`config.mk`:
```
export PLATFORM = sky130hd
export DESIGN_NAME = ldm_stm_sequencer
export DESIGN_NICKNAME = d
export VERILOG_FILES = /design/src/rtl/ldm_pkg.sv /design/src/rtl/lowest_set16.sv /design/src/rtl/ldm_stm_sequencer.sv
export SDC_FILE = /design/constraint.sdc
export NUM_CORES = 1
export LEC_CHECK = 0
export CAP_MARGIN = 20
export CELL_PAD_IN_SITES_DETAIL_PLACEMENT = 0
export CELL_PAD_IN_SITES_GLOBAL_PLACEMENT = 2
export CORE_ASPECT_RATIO = 1.1
export CORE_UTILIZATION = 22
export CTS_CLUSTER_DIAMETER = 120
export CTS_CLUSTER_SIZE = 12
export DETAILED_ROUTE_END_ITERATION = 8
export GPL_TIMING_DRIVEN = 0
export PLACE_DENSITY_LB_ADDON = 0.1
export SLEW_MARGIN = 20
export SYNTH_ARGS = -nofsm -noshare
export SYNTH_HDL_FRONTEND = slang
export SYNTH_SLANG_ARGS = --single-unit
```
`constraint.sdc`:
```
create_clock -name clk -period 6 [get_ports clk]
set_input_delay 0.9 -clock clk [delete_from_list [all_inputs] [get_ports clk]]
set_output_delay 0.9 -clock clk [all_outputs]
set_load 0.03 [all_outputs]
```
`src/rtl/ldm_pkg.sv`:
```
// Shared types and constants for the load/store-multiple sequencer.
package ldm_pkg;

   typedef enum logic [1:0] {
      DA = 2'b00,
      IA = 2'b01,
      DB = 2'b10,
      IB = 2'b11
   } pu_mode_e;

   typedef enum logic [1:0] {
      IDLE = 2'b00,
      XFER = 2'b01,
      WB   = 2'b10
   } seq_state_e;

   localparam logic [3:0] PC_REG    = 4'd15;
   localparam logic [1:0] SEL_PC_DP = 2'b11;

   function automatic logic [4:0] popcount16(input logic [15:0] v);
      logic [4:0] c;
      c = '0;
      for (int i = 0; i < 16; i++) c = c + {4'd0, v[i]};
      return c;
   endfunction

endpackage

```
`src/rtl/lowest_set16.sv`:
```
// Combinational priority encoder: index of the lowest set bit of a 16-bit list.
module lowest_set16 (
   input  logic [15:0] list,
   output logic        valid,
   output logic [3:0]  index
);

   always_comb begin
      valid = |list;
      index = '0;
      for (int i = 15; i >= 0; i--) begin
         if (list[i]) index = 4'(i);
      end
   end

endmodule

```
`src/rtl/ldm_stm_sequencer.sv`:
```
// Load/store-multiple sequencer: walks a register list lowest-first, one memory word per register,
// feeding regfile write ports 3 (loads) and 2 (base writeback) and redirecting a loaded R15 to the PC.
module ldm_stm_sequencer
   import ldm_pkg::*;
#(
   parameter int ADDR_W = 11
) (
   input  logic              clk,
   input  logic              rst,
   input  logic              start,
   input  logic [15:0]       reglist,
   input  logic [3:0]        base_reg,
   input  logic [31:0]       base_val,
   input  logic [1:0]        pu,
   input  logic              is_load,
   input  logic              wback,
   output logic              busy,
   output logic              done,
   output logic              mem_req,
   output logic              mem_we,
   output logic [ADDR_W-1:0] mem_addr,
   output logic [31:0]       mem_wdata,
   input  logic              mem_ack,
   input  logic [31:0]       mem_rdata,
   output logic [3:0]        str_addr,
   input  logic [31:0]       str_data,
   output logic [3:0]        w_addr3,
   output logic [31:0]       w_data3,
   output logic              w_en3,
   output logic [3:0]        w_addr2,
   output logic [31:0]       w_data2,
   output logic              w_en2,
   output logic              load_pc,
   output logic [1:0]        sel_pc,
   output logic [10:0]       dp_pc
);

   function automatic logic [31:0] first_addr(input logic [1:0] mode, input logic [31:0] base,
                                              input logic [4:0] cnt);
      logic [31:0] c32;
      logic [31:0] res;
      c32 = {27'd0, cnt};
      case (pu_mode_e'(mode))
         IA:      res = base;
         IB:      res = base + 32'd1;
         DA:      res = base - c32 + 32'd1;
         default: res = base - c32;
      endcase
      return res;
   endfunction

   function automatic logic [31:0] last_base(input logic [1:0] mode, input logic [31:0] base,
                                             input logic [4:0] cnt);
      return mode[0] ? base + {27'd0, cnt} : base - {27'd0, cnt};
   endfunction

   seq_state_e  state, state_nxt;
   logic [15:0] remaining;
   logic [15:0] rem_nxt;
   logic [31:0] addr;
   logic [31:0] final_base;
   logic [3:0]  base_reg_q;
   logic        load_q;
   logic        wb_en_q;
   logic        cur_valid;
   logic [3:0]  cur_idx;
   logic        xfer_ack;
   logic [4:0]  start_cnt;

   lowest_set16 u_lowest (
      .list  (remaining),
      .valid (cur_valid),
      .index (cur_idx)
   );

   assign start_cnt = popcount16(reglist);
   assign rem_nxt   = remaining & ~(16'd1 << cur_idx);
   assign xfer_ack  = (state == XFER) && mem_ack;

   always_ff @(posedge clk) begin
      if (rst) state <= IDLE;
      else     state <= state_nxt;
   end

   always_comb begin
      state_nxt = state;
      case (state)
         IDLE:    if (start) state_nxt = (reglist != 16'd0) ? XFER : WB;
         XFER:    if (mem_ack && rem_nxt == 16'd0) state_nxt = WB;
         WB:      state_nxt = IDLE;
         default: state_nxt = IDLE;
      endcase
   end

   always_comb begin
      busy      = (state != IDLE);
      done      = (state == WB);
      mem_req   = (state == XFER) && cur_valid;
      mem_we    = mem_req && !load_q;
      mem_wdata = mem_we ? str_data : 32'd0;
      w_en2     = done && wb_en_q;
   end

   assign mem_addr = addr[ADDR_W-1:0];
   assign str_addr = cur_idx;
   assign w_addr2  = base_reg_q;
   assign w_data2  = final_base;
   assign sel_pc   = SEL_PC_DP;

   // Operation capture on start, then per-ack advance; load results land one cycle after their ack.
   always_ff @(posedge clk) begin
      if (rst) begin
         remaining  <= '0;
         addr       <= '0;
         final_base <= '0;
         base_reg_q <= '0;
         load_q     <= 1'b0;
         wb_en_q    <= 1'b0;
         w_en3      <= 1'b0;
         w_addr3    <= '0;
         w_data3    <= '0;
         load_pc    <= 1'b0;
         dp_pc      <= '0;
      end else begin
         w_en3   <= 1'b0;
         load_pc <= 1'b0;
         if (state == IDLE && start) begin
            remaining  <= reglist;
            addr       <= first_addr(pu, base_val, start_cnt);
            final_base <= last_base(pu, base_val, start_cnt);
            base_reg_q <= base_reg;
            load_q     <= is_load;
            // A base register reloaded from memory must keep the loaded value.
            wb_en_q    <= wback && (reglist != 16'd0) && !(is_load && reglist[base_reg]);
         end
         if (xfer_ack) begin
            remaining <= rem_nxt;
            addr      <= addr + 32'd1;
            if (load_q) begin
               if (cur_idx == PC_REG) begin
                  load_pc <= 1'b1;
                  dp_pc   <= mem_rdata[10:0];
               end else begin
                  w_en3   <= 1'b1;
                  w_addr3 <= cur_idx;
                  w_data3 <= mem_rdata;
               end
            end
         end
      end
   end

endmodule
```
After elaboration in Yosys (flattened, before gate mapping). Cells that the tools add are included. Widths: inputs -> output; s select.

Register bits: 137. Word-level logic and storage cells: 99.

$add $sub $neg: 20. Magnitude comparators: 1. Eq/ne operators: 7. Shift operators: 1. Mux-type cells: 31. Bitwise gates (word level): 5. Reductions and logical operators: 22.

Operator list (count): $mux 32 (4); $add 32x1->32 const B (3); $pmux 32 s3 (1); $mux 4 (16); $add 5x1->5 (11); $add 32x5->32 (1); $mux 16 (2); $sub 32x5->32 (1); $and 16x16->16 (1); $logic_not 16->1 (1); $not 16->16 (1); $reduce_bool 16->1 (1); $reduce_or 16->1 (1); $shl 1x4->16 const A (1); $logic_and 1x1->1 (9); $mux 2 (3); $reduce_and 3->1 (2); $add 4x1->5 (1); $lt 4x5->1 const B (1); $add 3x1->4 (1); $bmux 1 s4 (1); $eq 2x1->1 const B (2); $eq 2x2->1 const B (2); $eq 4x4->1 const B (1); other kinds (12) (19).

Logic depth before layout (Yosys ltp).
Depth in word-level cells: 23. Mapped depth: 23. Gate-level depth less buffers: 22.

Cells and area by module. A second synthesis with hierarchy kept.

Cell total of the unflattened synthesis: 1051. Area total of the unflattened synthesis: 7744.9 sq um.

Modules (own cells, without submodules): ldm_stm_sequencer (instances 1, cells an instance 1017, area an instance 7568.5 sq um); lowest_set16 (instances 1, cells an instance 34, area an instance 176.4 sq um).

Worst setup path after synthesis. Ideal clock, no wire load.

Kind: input to register. From: input reglist[0]. To: register addr[10]. Library setup time: 0.120 ns. Arrival time: 6.115 ns. Data required time: 5.880 ns. Setup slack: -0.235 ns. Cell stages on the path: 19. Buffers on the path: 1. Path through: inv_1 > fa_1 > fa_1 > fa_1 > fa_1 > inv_1 > ha_1 > fa_1 > xor2_1 > ha_1 > clkbuf_1 > or2_1 > a211oi_1 > nor3b_1 > a2111o_1 > nor3_1 > or4b_2 > nand3_1 > a21oi_1.

Longest elaborated chain between the ends: 20.

Ends and longest elaborated chain: start, declared (line ldm_stm_sequencer.sv:11) `input logic [15:0] reglist,`; $add 1x1->2 * (line ldm_pkg.sv:23) `for (int i = 0; i < 16; i++) c = c + {4'd0, v[i]};`; $add 2x1->3 * (line ldm_pkg.sv:23); $add 3x1->4 * (line ldm_pkg.sv:23); $add 4x1->5 * (line ldm_pkg.sv:23); $add 5x1->5 * (11 in series) (line ldm_pkg.sv:23); $sub 32x5->32 * (line ldm_stm_sequencer.sv:46, ldm_stm_sequencer.sv:47); $add 32x1->32 (line ldm_stm_sequencer.sv:46) `DA: res = base - c32 + 32'd1;`; $pmux 32 s3 * (line ldm_stm_sequencer.sv:43) `case (pu_mode_e'(mode))`; $mux 32 * (line ldm_stm_sequencer.sv:127) `if (state == IDLE && start) begin`; $mux 32 * (line ldm_stm_sequencer.sv:136) `if (xfer_ack) begin`; end signal, assigned (line ldm_stm_sequencer.sv:129) `addr <= first_addr(pu, base_val, start_cnt);`; end signal, assigned (line ldm_stm_sequencer.sv:138) `addr <= addr + 32'd1;`; end, declared (line ldm_stm_sequencer.sv:60) `logic [31:0] addr;`.

Every way passes the cells marked *; elsewhere a longest branch is shown, timed or not. The select of a mux whose other input is x is not followed. A chain may end at the register's enable or synchronous reset.

Final worst setup path.
From: input reglist[1]. To: register addr[10].

Same word-level chain as after synthesis.

==> key figures <==
Route
  – First DRT Iteration DRCs: 314
  – Vias post-DR: 8146
  – Initial DRT Pass Iterations: 5
  – Vias per inst: 4.70
  – Routed Wire Length: 33100 µm
  – Post-DRT Antenna Nets: 0
  – Residual DRC: 0
  – Wirelength per Cell: 19.1 µm

Yosys
  – Asr flop ratio synth: 0
  – Number of synthesized register bits: 116
  – Synthesized area: 7490 µm²
  – Primary FF master, synth: dfxtp_1
  – Yosys top cell by area: dfxtp_1
  – Yosys top cell area share: 0.310
  – Post-synth EDFFs: 0
  – Dominant cells by area after synthesis: dfxtp_1, nand2_1, a21oi_1
  – Total number of yosys warnings: 0
  – Avg Cell Area, Syn: 7.51 µm²
  – Library cells used by synthesis: 67
  – Sequential cell area fraction in the yosys report: 0.310
  – Synth Instances: 997

CTS
  – Clock Sinks: 116
  – Clock buffer count from CTS: 17
  – Htree depth: 4
  – CTS tree: done
  – Clock root cell: clkbuf_16
  – Later-pin clock latency in the skew report: 0.43 ns
  – CTS max path bufs: 2
  – Clock-pin transition on the worst setup and hold timing paths: 0.06 ns

Finish
  – Most frequent cells in the layout: clkdlybuf4s50_1, nand2_1, dfxtp_1, a21oi_1, nor2_1
  – Share of post-route cells with drive strength above 1: 0.102
  – Cell area after layout: 11600 µm²
  – N_diodes: 0
  – Synth-to-layout area growth: 55.0%
  – Final cell utilization of the core: 0.348
  – Fin cells: 1735
  – Commonest non-fill, non-tap cell in the layout: clkdlybuf4s50_1
  – # nets final: 1448

Setup path
  – Reg-to-Reg Start: remaining[5]
  – R2R setup slack: 2.35 ns
  – Reg2reg end: w_data3[8]
  – Most common cell on crit path: fa_1
  – Worst path max stage delay: 0.54 ns
  – Critical path, cell by cell: buf_2 > inv_2 > fa_1 > fa_1 > fa_1 > fa_1 > inv_1 > ha_2 > fa_2 > a21o_1 > and2_4 > ha_4 > buf_4 > a211oi_2 > nor3b_2 > a2111o_1 > buf_6 > nor3_4 > or4b_4 > nand3_2 > a21oi_2
  – CP bufs+invs: 5
  – CP top delay family: adder cells
  – Setup CP Type: input port to flop
  – Crit path max fanout: 4
  – Critical Path RT: 6.30 ns
  – Critical Path End Type: flop
  – Critical path launch point type: input port
  – Arrival @ worst endpoint: 6.19 ns
  – Slowest cell on crit path: fa_1
  – Reg2reg path depth: 9

Worst hold path
  – Hold EP: w_data2[8]
  – WHS Path Cells: 2
  – Hold Crit Start: w_data2[8]
  – Min-Delay Path Class: flop to flop

Placed design
  – Placed Area: 10600 µm²
  – Placed cell count: 1680
  – Buffers on Ports: 250
  – DP HPWL: 27000 µm
  – RD Place Congestion: 0.815

Timing
  – Clk_skew: 0.0107 ns
  – Final hold vios: 0
  – RSZ-0062 raised after global routing: yes
  – Slew HR: 0.373
  – F_max: 170 MHz
  – Max-slew violation count: 0
  – Tcrit/Tclk final: 0.981
  – Final setup fails: 0
  – Post-layout minimum cycle time: 5.88 ns
  – Worst slew pin tran: 0.917 ns

Run status
  – Status: complete, no violations

Pwr
  – Psw: 1.59 mW
  – Lkg Pwr: 4.19 nW
  – Pwr Total: 3.99 mW
  – Clock share of power: 0.281
  – Sequential power share: 0.221
  – Peak VDD IR: 0.234 mV
  – PwrDens: 344 nW/µm²
  – Cell Int Power: 2.40 mW
  – Switching part of the total: 0.400
  – Comb pwr share: 0.498

Floorplan
  – Die W: 178 µm
  – Core area: 33400 µm²
  – Chip Height: 196 µm
  – Initial Util: 0.224
  – Core Rows: 70
  – Io pins: 263
  – Die ar.: 34800 µm²

GRT
  – GR Util All Layers: 0.188
  – Largest net degree at the start of global routing: 17
  – GR Overflow Total: 0
  – Vias in the first global route: 7807
  – Initial antenna violation count: 0
  – First-pass GRT wire length: 48700 µm

Run
  – Max cap viols: 0
synth_stat cells (all sizes together) (14+ instances only):
master / count
mux2i: 14
a21oi: 108
nor4: 14
and2: 38
nor3: 17
nand3: 25
ha: 22
xnor2: 26
nor2: 89
inv: 51
clkbuf: 58
a211oi: 24
dfxtp: 116
o21ai: 41
xor2: 20
a31oi: 17
nand2: 156
registers in the layout (all words and copies together) (netlist names):
name	flops
w_data2	32
load_pc	1
state	2
w_data3	32
wb_en_q	1
remaining	16
w_addr2	4
addr	11
load_q	1
dp_pc	11
w_addr3	4
w_en3	1
power by group through the flow:
stage | registers (mW) | clock network, mW | logic, mW
after floorplan | 0.967 | 0 | 1.01
after global placement | 0.900 | 0 | 1.71
after detailed placement | 0.899 | 0 | 1.70
after CTS | 0.882 | 1.14 | 1.90
after global routing | 0.890 | 1.18 | 2.17
final | 0.882 | 1.12 | 1.99
worst min-delay path, stage by stage (launching register included):
cell     delay [ns]
dfxtp_1        0.30
nand2_1        0.05
a21oi_1        0.05
metrics by stage:
stage / hold slack [ns] / setup WS, ns / TNS [ns]
floorplan: 0.446 / -0.00534 / -0.00534
global placement: 0.440 / -1.38 / -29.94
detailed placement: 0.445 / -1.36 / -29.26
CTS: 0.451 / 0.00375 / 0
global route: 0.465 / -0.0551 / -0.0858
finish: 0.448 / 0.116 / 0
repair_timing:
| item | 4_1_cts | 5_1_grt |
|---|---|---|
| setup buffers | 20 | 6 |
| resized for setup | 71 | 33 |
| pin swaps | 20 | 28 |
| endpoints found under the setup margin | 32 | 16 |
| hold buffers | 0 | 0 |
routing by layer:
layer	routed length, µm	track usage	up-vias
met1	14500	0.230	3819
met4	312	0.0405	0
met2	16800	0.341	233
met3	1560	0.0300	19
met5	0	0	-
li1	-	-	4075
worst max-delay path by stage:
| stage | depth (start not counted) | from | to | slack, ns |
|---|---|---|---|---|
| after floorplan | 19 | reglist[0] | addr[10] | -0.005 |
| after global placement | 20 | reglist[0] | w_data2[31] | -1.38 |
| after detailed placement | 20 | reglist[0] | w_data2[31] | -1.36 |
| after CTS | 20 | reglist[0] | addr[9] | 0.004 |
| after global routing | 22 | reglist[1] | addr[10] | -0.06 |
| final | 21 | reglist[1] | addr[10] | 0.12 |
layout make-up:
class                   count  area (µm²)
fillers                  3571       21800
multi-input cells         766        4980
repair buffers            276        2680
flip-flops and latches    116        2320
well taps                 432         541
clock buffers              19         453
plain buffers              62         250
clock inverters            13         195
inverters                  51         191
kinds of logic after synthesis:
logic type / share of synthesized area
buffers and inverters: 0.0605
XOR/XNOR: 0.0538
multiplexers: 0.0338
adder cells (fa/ha/maj): 0.0688
AO/OA/AOI/OAI: 0.215
flip-flops: 0.310
other: 0.000501
AND/OR/NAND/NOR: 0.258
(Power assumes the default switching activity.)
